**src/rtl/vector_row_loader.sv**
```systemverilog
// Packs serial weight beats into a full row and hands it to the reduce-adder.
// A fill buffer and an output buffer let the next row load while the consumer stalls.
//   state | meaning
//   IDLE  | no partial row; next accepted beat is beat 0
//   FILL  | partial row in progress
//   FULL  | fill buffer holds a complete row waiting for the output slot
module vector_row_loader #(
    parameter int word_size      = 4,
    parameter int vector_size    = 32,
    parameter int words_per_beat = 4,
    parameter int cnt_size       = 16
) (
    input  logic                              clk,
    input  logic                              rst,
    input  logic                              in_valid,
    output logic                              in_ready,
    input  logic [words_per_beat*word_size-1:0] in_data,
    input  logic                              in_last,
    input  logic                              in_spin,
    output logic                              out_valid,
    input  logic                              out_ready,
    output logic [vector_size*word_size-1:0]  out_vector,
    output logic                              out_spin,
    output logic                              err_frame,
    output logic [cnt_size-1:0]               row_count
);

    localparam int BEATS  = vector_size / words_per_beat;
    localparam int BEAT_W = words_per_beat * word_size;
    localparam int VEC_W  = vector_size * word_size;
    localparam int BCW    = (BEATS > 1) ? $clog2(BEATS) : 1;

    typedef enum logic [1:0] {IDLE, FILL, FULL} state_t;

    state_t             state_q, state_d;
    logic [BCW-1:0]     beat_cnt_q, beat_cnt_d;
    logic [VEC_W-1:0]   fill_q, fill_d;
    logic               fill_spin_q, fill_spin_d;
    logic [VEC_W-1:0]   out_vector_q, out_vector_d;
    logic               out_spin_q, out_spin_d;
    logic               out_valid_q, out_valid_d;
    logic               err_frame_q, err_frame_d;
    logic [cnt_size-1:0] row_count_q, row_count_d;

    logic accept, handoff, last_beat, slot_free;

    assign in_ready  = ~rst & (state_q != FULL);
    assign accept    = in_valid & in_ready;
    assign handoff   = out_valid_q & out_ready;
    assign last_beat = (beat_cnt_q == BCW'(BEATS - 1));
    assign slot_free = ~out_valid_q | out_ready;

    always_comb begin
        state_d      = state_q;
        beat_cnt_d   = beat_cnt_q;
        fill_d       = fill_q;
        fill_spin_d  = fill_spin_q;
        out_vector_d = out_vector_q;
        out_spin_d   = out_spin_q;
        out_valid_d  = out_valid_q;
        err_frame_d  = 1'b0;
        row_count_d  = row_count_q;

        // fill_d/fill_spin_d include the current beat so a completing row can bypass straight to the output
        if (accept) begin
            for (int b = 0; b < BEATS; b++) begin
                if (beat_cnt_q == BCW'(b)) fill_d[b*BEAT_W +: BEAT_W] = in_data;
            end
            if (beat_cnt_q == '0) fill_spin_d = in_spin;
        end

        if (handoff) begin
            out_valid_d = 1'b0;
            row_count_d = row_count_q + cnt_size'(1);
        end

        if (state_q == FULL && handoff) begin
            out_vector_d = fill_q;
            out_spin_d   = fill_spin_q;
            out_valid_d  = 1'b1;
            state_d      = IDLE;
        end

        if (accept) begin
            if (last_beat) begin
                beat_cnt_d  = '0;
                err_frame_d = ~in_last;
                if (slot_free) begin
                    out_vector_d = fill_d;
                    out_spin_d   = fill_spin_d;
                    out_valid_d  = 1'b1;
                    state_d      = IDLE;
                end else begin
                    state_d = FULL;
                end
            end else if (in_last) begin
                beat_cnt_d  = '0;
                err_frame_d = 1'b1;
                state_d     = IDLE;
            end else begin
                beat_cnt_d = beat_cnt_q + BCW'(1);
                state_d    = FILL;
            end
        end
    end

    always_ff @(posedge clk) begin
        if (rst) begin
            state_q      <= IDLE;
            beat_cnt_q   <= '0;
            fill_spin_q  <= 1'b0;
            out_vector_q <= '0;
            out_spin_q   <= 1'b0;
            out_valid_q  <= 1'b0;
            err_frame_q  <= 1'b0;
            row_count_q  <= '0;
        end else begin
            state_q      <= state_d;
            beat_cnt_q   <= beat_cnt_d;
            fill_spin_q  <= fill_spin_d;
            out_vector_q <= out_vector_d;
            out_spin_q   <= out_spin_d;
            out_valid_q  <= out_valid_d;
            err_frame_q  <= err_frame_d;
            row_count_q  <= row_count_d;
        end
    end

    // Fill contents are meaningless until a row completes, so they carry no reset.
    always_ff @(posedge clk) begin
        fill_q <= fill_d;
    end

    assign out_valid  = out_valid_q;
    assign out_vector = out_vector_q;
    assign out_spin   = out_spin_q;
    assign err_frame  = err_frame_q;
    assign row_count  = row_count_q;

endmodule

```
**config.mk**
```make
export PLATFORM = sky130hd
export DESIGN_NAME = vector_row_loader
export DESIGN_NICKNAME = d
export VERILOG_FILES = /design/src/rtl/vector_row_loader.sv
export SDC_FILE = /design/constraint.sdc
export NUM_CORES = 1
export LEC_CHECK = 0
export ABC_AREA = 1
export BUFFER_PORTS_ARGS = -buffer_cell sky130_fd_sc_hd__buf_4
export CAP_MARGIN = 20
export CORE_MARGIN = 2
export CORE_UTILIZATION = 55
export CTS_BUF_LIST = sky130_fd_sc_hd__clkbuf_8
export DETAILED_ROUTE_END_ITERATION = 12
export PLACE_DENSITY_LB_ADDON = 0.08
export SLEW_MARGIN = 10
export SYNTH_ARGS = -nofsm -noshare
export SYNTH_HDL_FRONTEND = slang
export SYNTH_SLANG_ARGS = --single-unit
```
**constraint.sdc**
```tcl
create_clock -name clk -period 2 [get_ports clk]
set_clock_uncertainty 0.15 [all_clocks]
set_input_delay 0.1 -clock clk [delete_from_list [all_inputs] [get_ports clk]]
set_output_delay 0.1 -clock clk [all_outputs]
set_load 0.01 [all_outputs]
```
* Word-level counts from Yosys, hierarchy flattened
Cells that the tools add are included.
** Storage, ports and cells
- Register bits :: 281
- Latch bits :: 0
- Memory bits (writable) :: 0
- Memory bits (read-only) :: 0
- Output and inout bits :: 148
- Memories :: 0
** Operators by class
- Add/subtract/negate cells :: 2
- $mul :: 0
- Div/mod/pow operators :: 0
- Magnitude comparators :: 0
- Equality and inequality tests :: 9
- Shift operators :: 0
- Muxes and demuxes :: 33
- Bitwise operators :: 8
- Reductions and logical operators :: 4
** Operator list (number)
- 128-bit 2-to-1 mux :: 5
- 16-bit 2-to-1 mux :: 8
- 16-bit by 1-bit adder with 16-bit output, second input constant :: 1
- 1-bit 2-to-1 mux :: 14
- 3-bit equality test, second input constant :: 4
- 2-bit 2-to-1 mux :: 4
- 3-bit by 2-bit equality test with 1-bit output, second input constant :: 2
- 3-bit 2-to-1 mux :: 2
- 1-bit NOT :: 4
- 3-bit by 1-bit adder with 3-bit output, second input constant :: 1
- 1-bit AND :: 3
- 3-bit by 1-bit equality test with 1-bit output, second input constant :: 1
- 3-bit logical NOT :: 1
- 2-bit equality test, second input constant :: 1
- 2-bit inequality test, second input constant :: 1
- 2-bit nonzero test :: 1
- 2-bit OR reduction :: 1
- 1-bit logical AND :: 1
- 1-bit OR :: 1

* Longest topological paths before layout
- Depth after elaboration :: 7
- Mapped depth :: 11
- Mapped depth without buffers :: 10

* Least setup slack after synthesis
No wires, ideal clock.
- Path kind :: reg-to-reg
- Start :: register beat_cnt_q[0]
- End :: register out_vector_q[100], in the netlist out_vector[100]
- Library setup time :: 0.113 ns
- Arrival time :: 1.512 ns
- Path slack :: 0.226 ns
- Cell stages (with the launch flop) :: 10
- Path buffers :: 2
- Cell sequence :: dfxtp_1 ha_1 ha_1 inv_1 nor2_2 nand2_2 buf_4 buf_2 nor2_1 nor2_1
** On the way
- Word-level cells in the longest chain between the ends :: 6
- Elaborated cells on any way between the ends :: 7
- Those cells by class :: 2 x eq/ne; 5 x mux
** Ends and longest elaborated chain
- from (decl) :: RTL line 36 : logic [BCW-1:0] beat_cnt_q, beat_cnt_d;
- from (signal assigned) :: RTL line 119 : beat_cnt_q <= beat_cnt_d;
- 3-bit equality test :: RTL line 67 : if (beat_cnt_q == BCW'(b)) fill_d[b*BEAT_W +: BEAT_W] = in_data;
- 16-bit 2-to-1 mux :: RTL line 67
- 128-bit 2-to-1 mux :: RTL line 65 : if (accept) begin
- 128-bit 2-to-1 mux :: RTL line 88 : if (slot_free) begin
- 128-bit 2-to-1 mux * :: RTL line 85 : if (last_beat) begin
- 128-bit 2-to-1 mux * :: RTL line 84 : if (accept) begin
- to (signal assigned) :: RTL line 121 : out_vector_q <= out_vector_d;
- to (decl) :: RTL line 39 : logic [VEC_W-1:0] out_vector_q, out_vector_d;
Every way passes the cells marked *; elsewhere a longest branch is shown, timed or not.
A chain may end at the register's enable or synchronous reset.

* Worst setup path in the final report
- Start :: register beat_cnt_q[0]
- End :: register out_vector_q[40], in the netlist out_vector[40]
** On the way
- Word-level cells in the longest chain between the ends :: 6
- Elaborated cells on any way between the ends :: 7
- Those cells by class :: 2 x eq/ne; 5 x mux
** Ends and longest elaborated chain (RTL line)
- 3-bit by 2-bit equality test with 1-bit output :: 67
- 16-bit 2-to-1 mux :: 67
- 128-bit 2-to-1 mux :: 65
- 128-bit 2-to-1 mux :: 88
- 128-bit 2-to-1 mux * :: 85
- 128-bit 2-to-1 mux * :: 84
Marks and branches as above.

==> results by group <==
Outcome
  • Status: complete, no violations

CTS
  • Clk Latency, worst-skew pair: 550 ps
  • Clock Sink Count: 281
  • CTS tree: yes
  • CTS buffer count: 49
  • CTS Root Cell: clkbuf_8
  • Clk slew on worst S/H paths: 60 ps
  • Clk buf depth: 3
  • Htree depth: 2

Global route
  • M2 GR Usage: 46.0%
  • Pin count of the biggest net entering global routing: 89
  • Met1 Use GR: 36.5%
  • GRT overflow: 0
  • Vias in the first global route: 11.7k
  • First-pass GRT wire length: 58400 µm
  • All-Layer GR Usage: 27.7%
  • Met3 GRT Util: 4.32%
  • GR peak layer: met2
  • Initial antenna violation count: 0

Worst setup path
  • Req. time, crit path: 2340 ps
  • CP most frequent cell: nand2_1
  • Max FO, Critical Path: 88
  • Startpoint types: flip-flop
  • CP Class: flip-flop to flip-flop
  • Crit-path cells: ha_1 -> ha_2 -> inv_1 -> nor2_4 -> nand2_8 -> buf_12 -> nand2_1 -> nand2_1 -> nor2_1
  • Critical path capture point type: flip-flop
  • CP arrival: 2250 ps
  • Delay-heaviest family, CP: simple AND/OR/NAND/NOR gates
  • Max incr delay on CP: 360 ps
  • Crit path buffers/inverters: 2
  • Slowest stage cell, crit path: dfxtp_1

Detailed routing
  • TritonRoute pass-1 iters: 5
  • Number of antenna-violating nets in the routed design: 0
  • Total number of vias: 13.2k
  • Vias/cell: 4.93
  • Final wirelength: 36200 µm
  • Drc violations: 0
  • Average routed wire per standard cell: 13.5 µm
  • Iter 0 DRT Violations: 957

Timing
  • # setup viols final: 0
  • Fmax: 524 MHz
  • Minimum clock period: 1910 ps
  • Hold Fails Final Rpt: 0
  • RSZ-0062 raised after global routing: true
  • Final hold slack: 219 ps
  • Slew Viols, Final: 0
  • Fin crit share: 95.5%
  • Slew headroom: 47.6%
  • Tightest Pin Transition: 786 ps

Layout
  • Diode count: 0
  • Layout cell share with drive strength beyond 1: 12.3%
  • Most frequent cells in the layout: 1060 x nand2_1, 295 x nor2_1, 281 x dfxtp_1, 191 x buf_4, 188 x inv_1
  • Fillers: 2160
  • Most common cell after layout, fill and taps aside: nand2_1
  • Layout Area Growth over Synthesis: 20.1%
  • Final Util: 67.6%
  • Net count, final: 2360

Power and ir drop
  • Peak supply drop: 624 µV
  • Switching pwr: 3.32 mW
  • Net Sw Frac: 26.9%
  • Comb power frac: 9.9%
  • Leakage power: 8.90 nW
  • Sequential fraction of design power: 51.1%
  • Power per Cell Area: 775 nW/µm²
  • Clock power frac: 39.1%
  • Internal power: 9.05 mW

Floorplanning
  • Initial Util: 56.3%
  • Die X: 159 µm
  • Height of the die: 159 µm
  • DIE AREA: 25400 µm²
  • I/O pin count: 170
  • FP Rows: 56
  • Core area: 23600 µm²

Run
  • Max cap viols: 0

Placed design
  • Gpl congestion: 0.836
  • HPWL after DPL: 22900 µm
  • PortBufs: 169

Yosys
  • Register bit total from synthesis: 281
  • Synth warn: 0
  • Mapped Cells: 2170
  • Yosys cell types: 29
  • Synth Area per Inst: 6.13 µm²
  • Sequential area share after synthesis: 42.3%
  • Syn_nets: 2200
  • Synthesized area: 13300 µm²

Hold path
  • Hold WC Path Type: input port to flip-flop
[repair_timing]
item,4_1_cts,5_1_grt
gates resized for setup,0,5
hold endpoints to repair,176,0
hold buffers,21,0
setup endpoints to repair,0,109
setup buffers,0,0
[layer usage]
layer / up-vias / wire length [µm]
met5: - / 0
met4: 0 / 1120
met3: 68 / 2300
met2: 409 / 16600
met1: 5860 / 16200
li1: 6843 / -
[cell type report]
cell class | instances | area (µm²) | area share (%)
inverters | 177 | 669 | 4.19
well taps | 319 | 399 | 2.50
multi-input cells | 1593 | 6440 | 40.4
flip-flops and latches | 281 | 5630 | 35.2
clock buffers | 58 | 798 | 5.00
repair buffers | 228 | 1950 | 12.2
clock inverters | 20 | 83.8 | 0.525
[power by group through the flow]
stage	Clock [mW]	Combinational, mW	Sequential [mW]
floorplan	0	0.878	6.36
global placement	0	1.14	6.41
detailed placement	0	1.18	6.42
CTS	4.91	1.22	6.31
global route	5.17	1.40	6.37
finish	4.83	1.22	6.32
[worst paths after layout]
check	startpoint	endpoint	slack, ps	cells after the start
setup / recovery	beat_cnt_q[0]	out_vector[40]	90	9
hold / removal	rst	fill_spin_q	220	3
setup reg to reg	beat_cnt_q[0]	out_vector[40]	90	9
hold reg to reg	fill_q[119]	fill_q[119]	310	2
[synth_stat cells (all sizes together)]
| cell type | number | area [µm²] |
|---|---|---|
| nand2 | 1064 | 4010 |
| nor2 | 303 | 1150 |
| dfxtp | 281 | 5630 |
| o21ai | 184 | 921 |
| inv | 177 | 667 |
| buf | 92 | 497 |
| clkbuf | 27 | 108 |
| nand3 | 11 | 60.1 |
| a21oi | 8 | 40.0 |
| ha | 8 | 100 |
| nand4 | 7 | 58.8 |
| nor3 | 2 | 10.0 |
| xor2 | 2 | 17.5 |
| a31oi | 1 | 6.26 |
| nand2b | 1 | 6.26 |
| nand3b | 1 | 7.51 |
| o21bai | 1 | 7.51 |
[worst reg2reg max path, stage by stage, from the launching register on]
cell     delay [ps]
dfxtp_1         360
ha_1            190
ha_2            220
inv_1            90
nor2_4          170
nand2_8          90
buf_12          200
nand2_1         200
nand2_1          60
nor2_1          110
[flip-flops by register name, summed over array words and instances, names as in the netlist]
register and cells:
beat_cnt_q 3, state_q 2, fill_q 128, out_vector 128, err_frame 1, out_valid 1, out_spin 1, row_count 16
fill_spin_q 1
[logic make-up after synthesis]
group	Yosys count	synth area share [%]
fa+ha+maj	8	0.753
flops	281	42.3
simple gates	1389	39.9
compound gates	194	7.33
buf+inv	296	9.56
xor+xnor	2	0.132
[metrics by stage]
step                      power (mW)  TNS (ps)  area [µm²]  setup slack (ps)  std cells
after floorplan                 7.24         0       13300               226       2170
after global placement          7.55         0       14900               144       2577
after detailed placement        7.60         0       14900              47.9       2577
after CTS                       12.4         0       15900              30.7       2676
after global routing            12.9     -50.7       16000             -14.9       2676
final                           12.4         0       16000              91.0       2676
Power figures use the tool's default switching activity.
